`config.mk`:
```
export PLATFORM = sky130hd
export DESIGN_NAME = trace_tx_buffer
export DESIGN_NICKNAME = d
export VERILOG_FILES = /design/src/rtl/trace_pkg.sv /design/src/rtl/trace_fifo_mem.sv /design/src/rtl/trace_tx_buffer.sv
export SDC_FILE = /design/constraint.sdc
export NUM_CORES = 2
export LEC_CHECK = 0
export CAP_MARGIN = 10
export CORE_UTILIZATION = 41
export CTS_BUF_LIST = sky130_fd_sc_hd__clkbuf_8 sky130_fd_sc_hd__clkbuf_16
export CTS_CLUSTER_DIAMETER = 50
export CTS_CLUSTER_SIZE = 14
export DETAILED_ROUTE_END_ITERATION = 8
export GPL_TIMING_DRIVEN = 0
export HOLD_SLACK_MARGIN = 0.12
export PLACE_DENSITY = 0.64
export SYNTH_ARGS = -nofsm -noshare
export SYNTH_HDL_FRONTEND = slang
export SYNTH_SLANG_ARGS = --single-unit
```
`constraint.sdc`:
```
create_clock -name clk -period 6.55 [get_ports clk]
set_input_delay 1.31 -clock clk [delete_from_list [all_inputs] [get_ports clk]]
set_output_delay 1.31 -clock clk [all_outputs]
set_load 0.01 [all_outputs]
```
`src/rtl/trace_pkg.sv`:
```
`default_nettype none
// ============================================================================
// Module   : trace_pkg
// Brief    : Shared types and defaults for the trace-to-UART transmit buffer.
// Revision : 1.0
// ============================================================================
package trace_pkg;

    localparam int c_DEPTH_LOG2   = 8;
    localparam int c_BUSY_TIMEOUT = 4;
    localparam int c_DROP_W       = 16;

    typedef enum logic [1:0] {
        ST_IDLE       = 2'd0,
        ST_LAUNCH     = 2'd1,
        ST_WAIT_START = 2'd2,
        ST_WAIT_DONE  = 2'd3
    } rd_state_t;

endpackage
`default_nettype wire

```
`src/rtl/trace_fifo_mem.sv`:
```
`default_nettype none
// ============================================================================
// Module   : trace_fifo_mem
// Brief    : Simple dual-port RAM, registered write and synchronous read.
// Revision : 1.0
// ============================================================================
module trace_fifo_mem #(
    parameter int ADDR_W = 8,
    parameter int DATA_W = 8
) (
    input  logic              clk,
    input  logic              i_we,
    input  logic [ADDR_W-1:0] i_waddr,
    input  logic [DATA_W-1:0] i_wdata,
    input  logic              i_re,
    input  logic [ADDR_W-1:0] i_raddr,
    output logic [DATA_W-1:0] o_rdata
);

    logic [DATA_W-1:0] r_mem [0:(1<<ADDR_W)-1];

    // No reset on the array or read register so the RAM maps onto block memory.
    always_ff @(posedge clk) begin
        if (i_we) begin
            r_mem[i_waddr] <= i_wdata;
        end
        if (i_re) begin
            o_rdata <= r_mem[i_raddr];
        end
    end

endmodule
`default_nettype wire

```
`src/rtl/trace_tx_buffer.sv`:
```
`default_nettype none
// ============================================================================
// Module   : trace_tx_buffer
// Brief    : Elastic byte FIFO pacing trace bytes into a UART transmitter.
// Revision : 1.0
// ============================================================================
module trace_tx_buffer
    import trace_pkg::*;
#(
    parameter int DEPTH_LOG2   = c_DEPTH_LOG2,
    parameter int BUSY_TIMEOUT = c_BUSY_TIMEOUT
) (
    input  logic                  clk,
    input  logic                  nRst,
    input  logic                  dvalid,
    input  logic [7:0]            dIn,
    input  logic                  txBusy,
    input  logic                  clrOvf,
    output logic                  transmit,
    output logic [7:0]            txByte,
    output logic                  empty,
    output logic                  full,
    output logic [DEPTH_LOG2:0]   level,
    output logic                  ovf,
    output logic [c_DROP_W-1:0]   dropCount,
    output logic                  timeoutErr
);

    localparam int c_DEPTH = 1 << DEPTH_LOG2;
    localparam int c_LW    = DEPTH_LOG2 + 1;
    localparam int c_CNT_W = $clog2(BUSY_TIMEOUT + 1);

    logic [DEPTH_LOG2-1:0] r_wr_ptr;
    logic [DEPTH_LOG2-1:0] r_rd_ptr;
    logic [c_LW-1:0]       r_level;
    rd_state_t             r_state;
    logic [c_CNT_W-1:0]    r_wait_cnt;
    logic                  r_transmit;
    logic                  r_tx_loaded;
    logic                  r_ovf;
    logic                  r_timeout_err;
    logic [c_DROP_W-1:0]   r_drop_cnt;

    logic       w_empty;
    logic       w_full;
    logic       w_pop;
    logic       w_push;
    logic       w_drop;
    logic       w_timeout;
    logic [7:0] w_rdata;

    assign w_empty   = (r_level == '0);
    assign w_full    = (r_level == c_LW'(c_DEPTH));
    assign w_pop     = (r_state == ST_IDLE) && !w_empty && !txBusy;
    assign w_push    = dvalid && (!w_full || w_pop);
    assign w_drop    = dvalid && w_full && !w_pop;
    assign w_timeout = (r_state == ST_WAIT_START) && !txBusy &&
                       (r_wait_cnt == c_CNT_W'(BUSY_TIMEOUT - 1));

    trace_fifo_mem #(
        .ADDR_W (DEPTH_LOG2),
        .DATA_W (8)
    ) u_mem (
        .clk     (clk),
        .i_we    (w_push),
        .i_waddr (r_wr_ptr),
        .i_wdata (dIn),
        .i_re    (w_pop),
        .i_raddr (r_rd_ptr),
        .o_rdata (w_rdata)
    );

    always_ff @(posedge clk) begin
        if (!nRst) begin
            r_wr_ptr <= '0;
            r_rd_ptr <= '0;
            r_level  <= '0;
        end else begin
            if (w_push) r_wr_ptr <= r_wr_ptr + 1'b1;
            if (w_pop)  r_rd_ptr <= r_rd_ptr + 1'b1;
            case ({w_push, w_pop})
                2'b10:   r_level <= r_level + 1'b1;
                2'b01:   r_level <= r_level - 1'b1;
                default: r_level <= r_level;
            endcase
        end
    end

    // A drop in the same cycle as a clear restarts the count at one.
    always_ff @(posedge clk) begin
        if (!nRst) begin
            r_ovf         <= 1'b0;
            r_drop_cnt    <= '0;
            r_timeout_err <= 1'b0;
        end else begin
            if (w_drop) begin
                r_ovf <= 1'b1;
                if (clrOvf)
                    r_drop_cnt <= c_DROP_W'(1);
                else if (r_drop_cnt != '1)
                    r_drop_cnt <= r_drop_cnt + 1'b1;
            end else if (clrOvf) begin
                r_ovf      <= 1'b0;
                r_drop_cnt <= '0;
            end
            if (w_timeout)
                r_timeout_err <= 1'b1;
            else if (clrOvf)
                r_timeout_err <= 1'b0;
        end
    end

    always_ff @(posedge clk) begin
        if (!nRst) begin
            r_state     <= ST_IDLE;
            r_transmit  <= 1'b0;
            r_wait_cnt  <= '0;
            r_tx_loaded <= 1'b0;
        end else begin
            case (r_state)
                ST_IDLE: begin
                    r_transmit <= 1'b0;
                    if (w_pop) begin
                        r_state     <= ST_LAUNCH;
                        r_transmit  <= 1'b1;
                        r_tx_loaded <= 1'b1;
                    end
                end
                ST_LAUNCH: begin
                    r_transmit <= 1'b0;
                    r_wait_cnt <= '0;
                    r_state    <= ST_WAIT_START;
                end
                ST_WAIT_START: begin
                    if (txBusy)
                        r_state <= ST_WAIT_DONE;
                    else if (w_timeout)
                        r_state <= ST_IDLE;
                    else
                        r_wait_cnt <= r_wait_cnt + 1'b1;
                end
                ST_WAIT_DONE: begin
                    if (!txBusy) r_state <= ST_IDLE;
                end
                default: r_state <= ST_IDLE;
            endcase
        end
    end

    // The RAM read register holds the launched byte until the next pop;
    // the mask gives a defined zero before the first launch after reset.
    assign txByte     = r_tx_loaded ? w_rdata : 8'h00;
    assign transmit   = r_transmit;
    assign empty      = w_empty;
    assign full       = w_full;
    assign level      = r_level;
    assign ovf        = r_ovf;
    assign dropCount  = r_drop_cnt;
    assign timeoutErr = r_timeout_err;

endmodule
`default_nettype wire

```
Yosys cells after proc, flatten, opt, wreduce, memory -nomap -nowiden
Memory sizes are Yosys's and may differ from the RTL's. A register that Yosys moved wholly into a read port is not among the register bits.
Cells that the tools add are included.
- equality and inequality tests: 13
- reduce and logical (&&, ||, !) cells: 24
- muxes and demuxes: 21
- add/subtract/negate cells: 6
- operators with widths (operator ; number):
    $mux 16 ; 4
    $pmux 9 s2 ; 1
    $add 16x1->16 const B ; 1
    $add 8x1->8 const B ; 2
    $ne 16x16->1 const B ; 1
    $reduce_bool 2->1 ; 6
    $add 9x1->9 const B ; 1
    $eq 9x9->1 const B ; 1
    $logic_not 9->1 ; 1
    $sub 9x1->9 const B ; 1
    $mux 2 ; 4
    $mux 8 ; 1
    $ne 2x2->1 const B ; 4
    $pmux 2 s4 ; 1
    $logic_and 1x1->1 ; 7
    $eq 2x2->1 const B ; 3
    $mux 1 ; 6
    $mux 3 ; 2
    $pmux 3 s2 ; 1
    $reduce_and 3->1 ; 2
    $eq 2x1->1 const B ; 2
    $logic_not 1->1 ; 4
    $reduce_and 2->1 ; 2
    $add 3x1->3 const B ; 1
    other kinds (5) ; 5
- memories: 1
- output and inout port bits: 38
- RAM bits: 2048
- bits of input ports: 13
- flip-flop bits (word level): 50
- memory list (name ; depth ; width ; read ports ; clocked after memory_dff ; wr ports ; line ; text):
    u_mem.r_mem ; 256 ; 8 ; 1 ; 1 ; 1 ; trace_fifo_mem.sv:20 ; logic [DATA_W-1:0] r_mem [0:(1<<ADDR_W)-1];

Logic depth before layout (Yosys ltp)
- depth in word-level cells: 8
- gate-level depth with buffers: 12

Modules after synthesis
Synthesis repeated with hierarchy kept, for this count alone.
- cell total of the unflattened synthesis: 4059
- area, all modules: 82442.8 µm²
- modules (own cells, without submodules) (module ; area an instance (µm²) ; times used ; cells an instance ; sequential area each (µm²)):
    trace_fifo_mem ; 79636.4 ; 1 ; 3733 ; 61739.2
    trace_tx_buffer ; 2806.4 ; 1 ; 326 ; 1001.0

Worst setup path before layout
OpenSTA, ideal clock, no wires.
- path kind: input port to flip-flop
- from: in txBusy
- to: reg r_level[7] (netlist: level[7])
- required time: 6480 ps
- path buffers: 0
- arrival time: 3989 ps
- slack: 2491 ps
- library setup time: 70 ps
- cell stages on the path: 11
- path through: nor3_1 o21ai_1 nor2_1 ha_1 a21o_1 a21oi_1 o21bai_1 a2111o_1 nand3_1 or3b_2 a21oi_1
- cells in the longest elaborated chain, start to end: 6
- RTL lines (what ; line ; text):
    start, declared ; trace_tx_buffer.sv:17 ; input logic txBusy,
    $logic_not 1->1 (*) ; n/a ;
    $logic_and 1x1->1 (*) ; trace_tx_buffer.sv:54 ; assign w_pop = (r_state == ST_IDLE) && !w_empty && !txBusy;
    $logic_or 1x1->1 ; trace_tx_buffer.sv:55 ; assign w_push = dvalid && (!w_full || w_pop);
    $logic_and 1x1->1 ; trace_tx_buffer.sv:55 ;
    $eq 2x1->1 / $eq 2x2->1 (equally long branches) ; trace_tx_buffer.sv:81 ; case ({w_push, w_pop})
    $pmux 9 s2 / $reduce_bool 2->1 (equally long branches) ; n/a ;
    end signal, assigned ; trace_tx_buffer.sv:82 ; 2'b10: r_level <= r_level + 1'b1;
    end signal, assigned ; trace_tx_buffer.sv:83 ; 2'b01: r_level <= r_level - 1'b1;
    end signal, assigned ; trace_tx_buffer.sv:84 ; default: r_level <= r_level;
    end, declared ; trace_tx_buffer.sv:35 ; logic [c_LW-1:0] r_level;
Mark *: on every way between the ends. The rest lies on a longest branch, timed or not.
A chain may end at the register's enable or synchronous reset.

==> impl_summary.log <==
[metrics] outcome: finished with violations
[metrics] violated checks: max-capacitance violations, max-slew violations
[metrics] most frequent cell on the critical path: buf_2
[metrics] CTS Buf Count: about 190
[metrics] unrepaired setup endpoints after global routing: no
[metrics] final hold slack: a little under 0.5 ns
[metrics] clock root buffer master: clkbuf_16
[metrics] register bit total from synthesis: about 2100
[metrics] Iter 0 DRT Violations: approximately 9600
[metrics] Clock Sink Count: 2106
[metrics] met1 global-route usage: between 30% and 40%
[metrics] nature of the critical path endpoint: flip-flop
[metrics] min-delay worst type: reg2reg
[metrics] library cells used by synthesis: between 80 and 90
[metrics] number of I/O pins: 51
[metrics] crit path max fanout: 10
[metrics] proportion of register bits with asynchronous set or reset after synthesis: 0%
[metrics] Remaining DRCs: 0
[metrics] routed length per instance: between 40 and 50 µm
[metrics] global-route wire length before repair: approximately 400000 µm
[metrics] quantity of gates resized following cts: 0
[metrics] number of rows in the core area: about 160
[metrics] die height: 450 µm
[metrics] highest ir drop seen on vdd: just under 0.3 mV
[metrics] CTS max path bufs: 3
[metrics] sequential fraction of the synthesis area: between 70% and 80%
[metrics] Syn Inst Count: between 4000 and 5000
[metrics] proportion of layout cells with a drive suffix above 1: about a fifth
[metrics] most congested layer reported by global routing: met2
[metrics] Syn. warnings: 0
[metrics] number of cells on the critical path: 11
[metrics] worst hold path depth: 2
[metrics] arrival time reported for the critical path endpoint: 6.71 ns
[metrics] Top Family by Delay on Critical Path: buffers and inverters
[metrics] final number of setup-violating endpoints: 0
[metrics] effective utilization at floorplan: approximately 41%
[metrics] worst reg2reg startpoint: r_rd_ptr[1]
[metrics] maximum level of the CTS H-tree: 4
[metrics] final total power: between 30000 and 40000 µW
[metrics] antenna violations before repair: 15
[metrics] number of flops mapped to enable cells by yosys: 2056
[metrics] vias in the first global route: 43900
[metrics] Critical Path Start Type: flip-flop
[metrics] worst min-delay path startpoint: ovf
[metrics] share of the core filled with cells: a little under half
[metrics] first element of the critical path: r_rd_ptr[1]
[metrics] Hold Buf Count CTS: 0
[metrics] critical-path cell with the highest stage delay: nor3_1
[metrics] detailed-routing iteration count for the pre-antenna-repair pass: 8
[metrics] final setup slack of the worst path: roughly 0.37 ns
[metrics] layout overhead on the synthesized area: 12.3%
[metrics] Hold Fails Final Rpt: 0
[metrics] clock period minus final worst setup slack: 6.18 ns
[metrics] Global Route Usage Sum: around 30%
[metrics] final worst clock skew: 0.0494 ns
[metrics] fraction of met3 tracks used by global routing: approximately a tenth
[metrics] Final Routed Wirelength: slightly above 300000 µm
[metrics] total buffers and inverters traversed by the critical path: 4
[metrics] power density over cell area: around 340 mW/mm²
[metrics] core box area: between 0.15 and 0.2 mm²
[metrics] crit-path max cell delay: between 0.9 and 1 ns
[metrics] number of cells traversed by the worst register-to-register path: 11
[metrics] most common flop cell mapped by yosys: edfxtp_1
[metrics] count of port buffers added during placement: 50
[metrics] global placer's final weighted congestion: approximately 1.0
[metrics] nets in the synthesized netlist: 4084
[metrics] Leakage: between 0.02 and 0.03 µW
[metrics] crit path cell chain: buf_2 -> buf_2 -> buf_2 -> buf_2 -> mux4_2 -> mux2i_1 -> o21ai_0 -> nor3_1 -> o31ai_1 -> o2111ai_1 -> o211ai_1
[metrics] pin count of the biggest net entering global routing: 152
[metrics] final global-route overflow total: 0
[metrics] max_slew headroom: -2.42%
[metrics] CTS tree: done
[metrics] Worst Setup Path Type: reg2reg
[metrics] worst-skew pair later-pin latency: roughly 0.87 ns
[metrics] final cell count without fillers: slightly above 7000
[metrics] number of filler instances in the final layout: roughly 17000
[metrics] share of the cycle needed by the critical path after routing: a little over nine tenths
[metrics] Placed Instances: approximately 6800
[metrics] number of setup buffers added after CTS: 0
[metrics] achievable frequency: about 0.16 GHz
[metrics] mean number of vias per cell: between 6 and 7
[metrics] total vias in the final route: around 48000
[metrics] HPWL reported at the end of detailed placement: approximately 190000 µm
[metrics] antenna-violating nets left: 0
[metrics] Post-Synthesis Cell Area: 0.0823 mm²
[metrics] worst slack after detailed placement: around 0.61 ns
[metrics] Worst EP required: just over 7 ns
[metrics] Final Net Count: between 4000 and 5000
[metrics] total count of max-transition violations in the final report: 11
[metrics] count of maximum capacitance violations: 2
[metrics] mean instance size in the synthesized netlist: 20.3 µm²
[metrics] Die Area: 0.203 mm²
[metrics] x dimension of the die: around 450 µm
[metrics] worst slew pin tran: 1.54 ns
[metrics] met2 Track Usage GR: between 40 and 50%
[metrics] Clock Pin Slew Worst Setup and Hold Paths: about 0.060 ns
[where the power goes]
part	internal [µW]	total [µW]	switching [µW]
clock network	5500	10600	5080
logic	2000	6020	4020
registers	14900	14900	56.3
[routing by layer]
| metal | up-vias | share of wire [%] |
|---|---|---|
| met5 | - | 0.015 |
| met4 | 6 | 7.7 |
| li1 | 17300 | - |
| met3 | 862 | 15 |
| met2 | 4368 | 43 |
| met1 | 25000 | 35 |
[final timing paths]
path,end,slack (ns)
setup / recovery,u_mem.o_rdata[2],0.37
hold / removal,ovf,0.48
setup reg to reg,u_mem.o_rdata[2],0.37
hold reg to reg,ovf,0.48
[sequential cells by signal, summed over array words and instances, names as in the netlist, 2 cells and up]
register and flops:
level 9, r_wait_cnt 3, u_mem.o_rdata 8, dropCount 16
r_state 2, u_mem.r_mem 2048, r_wr_ptr 8, r_rd_ptr 8
[area by class of cell]
cell class	instances	area, µm²	share of cell area [%]
Antenna cell	12	30.0	0.0325
Tap cell	2656	3320	3.59
Multi-Input combinational cell	1696	18100	19.5
Buffer	234	1500	1.63
Sequential cell	2106	62700	67.9
Inverter	19	71.3	0.0771
Clock buffer	189	4730	5.12
Clock inverter	83	795	0.859
Timing Repair Buffer	84	1200	1.29
[synthesized netlist by cell type (23+ instances only)]
cell         n  area (µm²)
mux4_2     451       10200
clkbuf_1    95         357
nand2_1    111         417
edfxtp_1  2056       61700
buf_6       25         282
nor2_1     338        1270
o21ai_0     25         125
a211oi_1    23         173
nand3_1     43         215
a21oi_1    107         536
o221ai_1    30         263
a22oi_1     80         601
dfxtp_1     50        1000
a221oi_1    29         254
mux2i_1    180        1800
buf_2       68         340
[stage by stage]
step	instance area (µm²)	TNS (ns)
floorplan	82300	0
global placement	86100	-6899.90
detailed placement	86900	0
CTS	92400	0
global route	92400	0
finish	92400	0
[layout by cell type (no fill, tap or decap), types with 27 or more instances in the layout]
| cell type | instances |
|---|---|
| mux2i_1 | 180 |
| inv_1 | 35 |
| a22oi_1 | 80 |
| clkbuf_1 | 67 |
| clkbuf_2 | 28 |
| mux4_2 | 451 |
| buf_6 | 27 |
| a221oi_1 | 29 |
| o221ai_1 | 30 |
| clkdlybuf4s50_1 | 42 |
| a21oi_1 | 107 |
| nor2_1 | 337 |
| buf_8 | 35 |
| nand2_1 | 111 |
| nand3_1 | 43 |
| edfxtp_1 | 2056 |
| clkbuf_16 | 189 |
| dfxtp_1 | 50 |
| buf_2 | 72 |
[logic make-up (layout without fill, tap and decap cells)]
kind of cell / count (synthesis) / in the layout / share of synthesized area, %
and+or+nand+nor: 588 / 588 / 3.06
xor gates and xnor gates: 27 / 27 / 0.287
DFF: 2106 / 2106 / 76.2
buffers and inverters: 253 / 609 / 1.87
muxes: 636 / 636 / 14.6
adders and majority gates: 16 / 16 / 0.252
other: 0 / 12 / 0
AOI/OAI and AO/OA: 429 / 429 / 3.71
[worst reg2reg max path, stage by stage (launching register included)]
cell	delay, ns
dfxtp_1	0.33
buf_2	0.31
buf_2	0.66
buf_2	0.80
buf_2	0.82
mux4_2	0.43
mux2i_1	0.30
o21ai_0	0.26
nor3_1	0.94
o31ai_1	0.49
o2111ai_1	0.27
o211ai_1	0.25
Power figures use the tool's default switching activity.
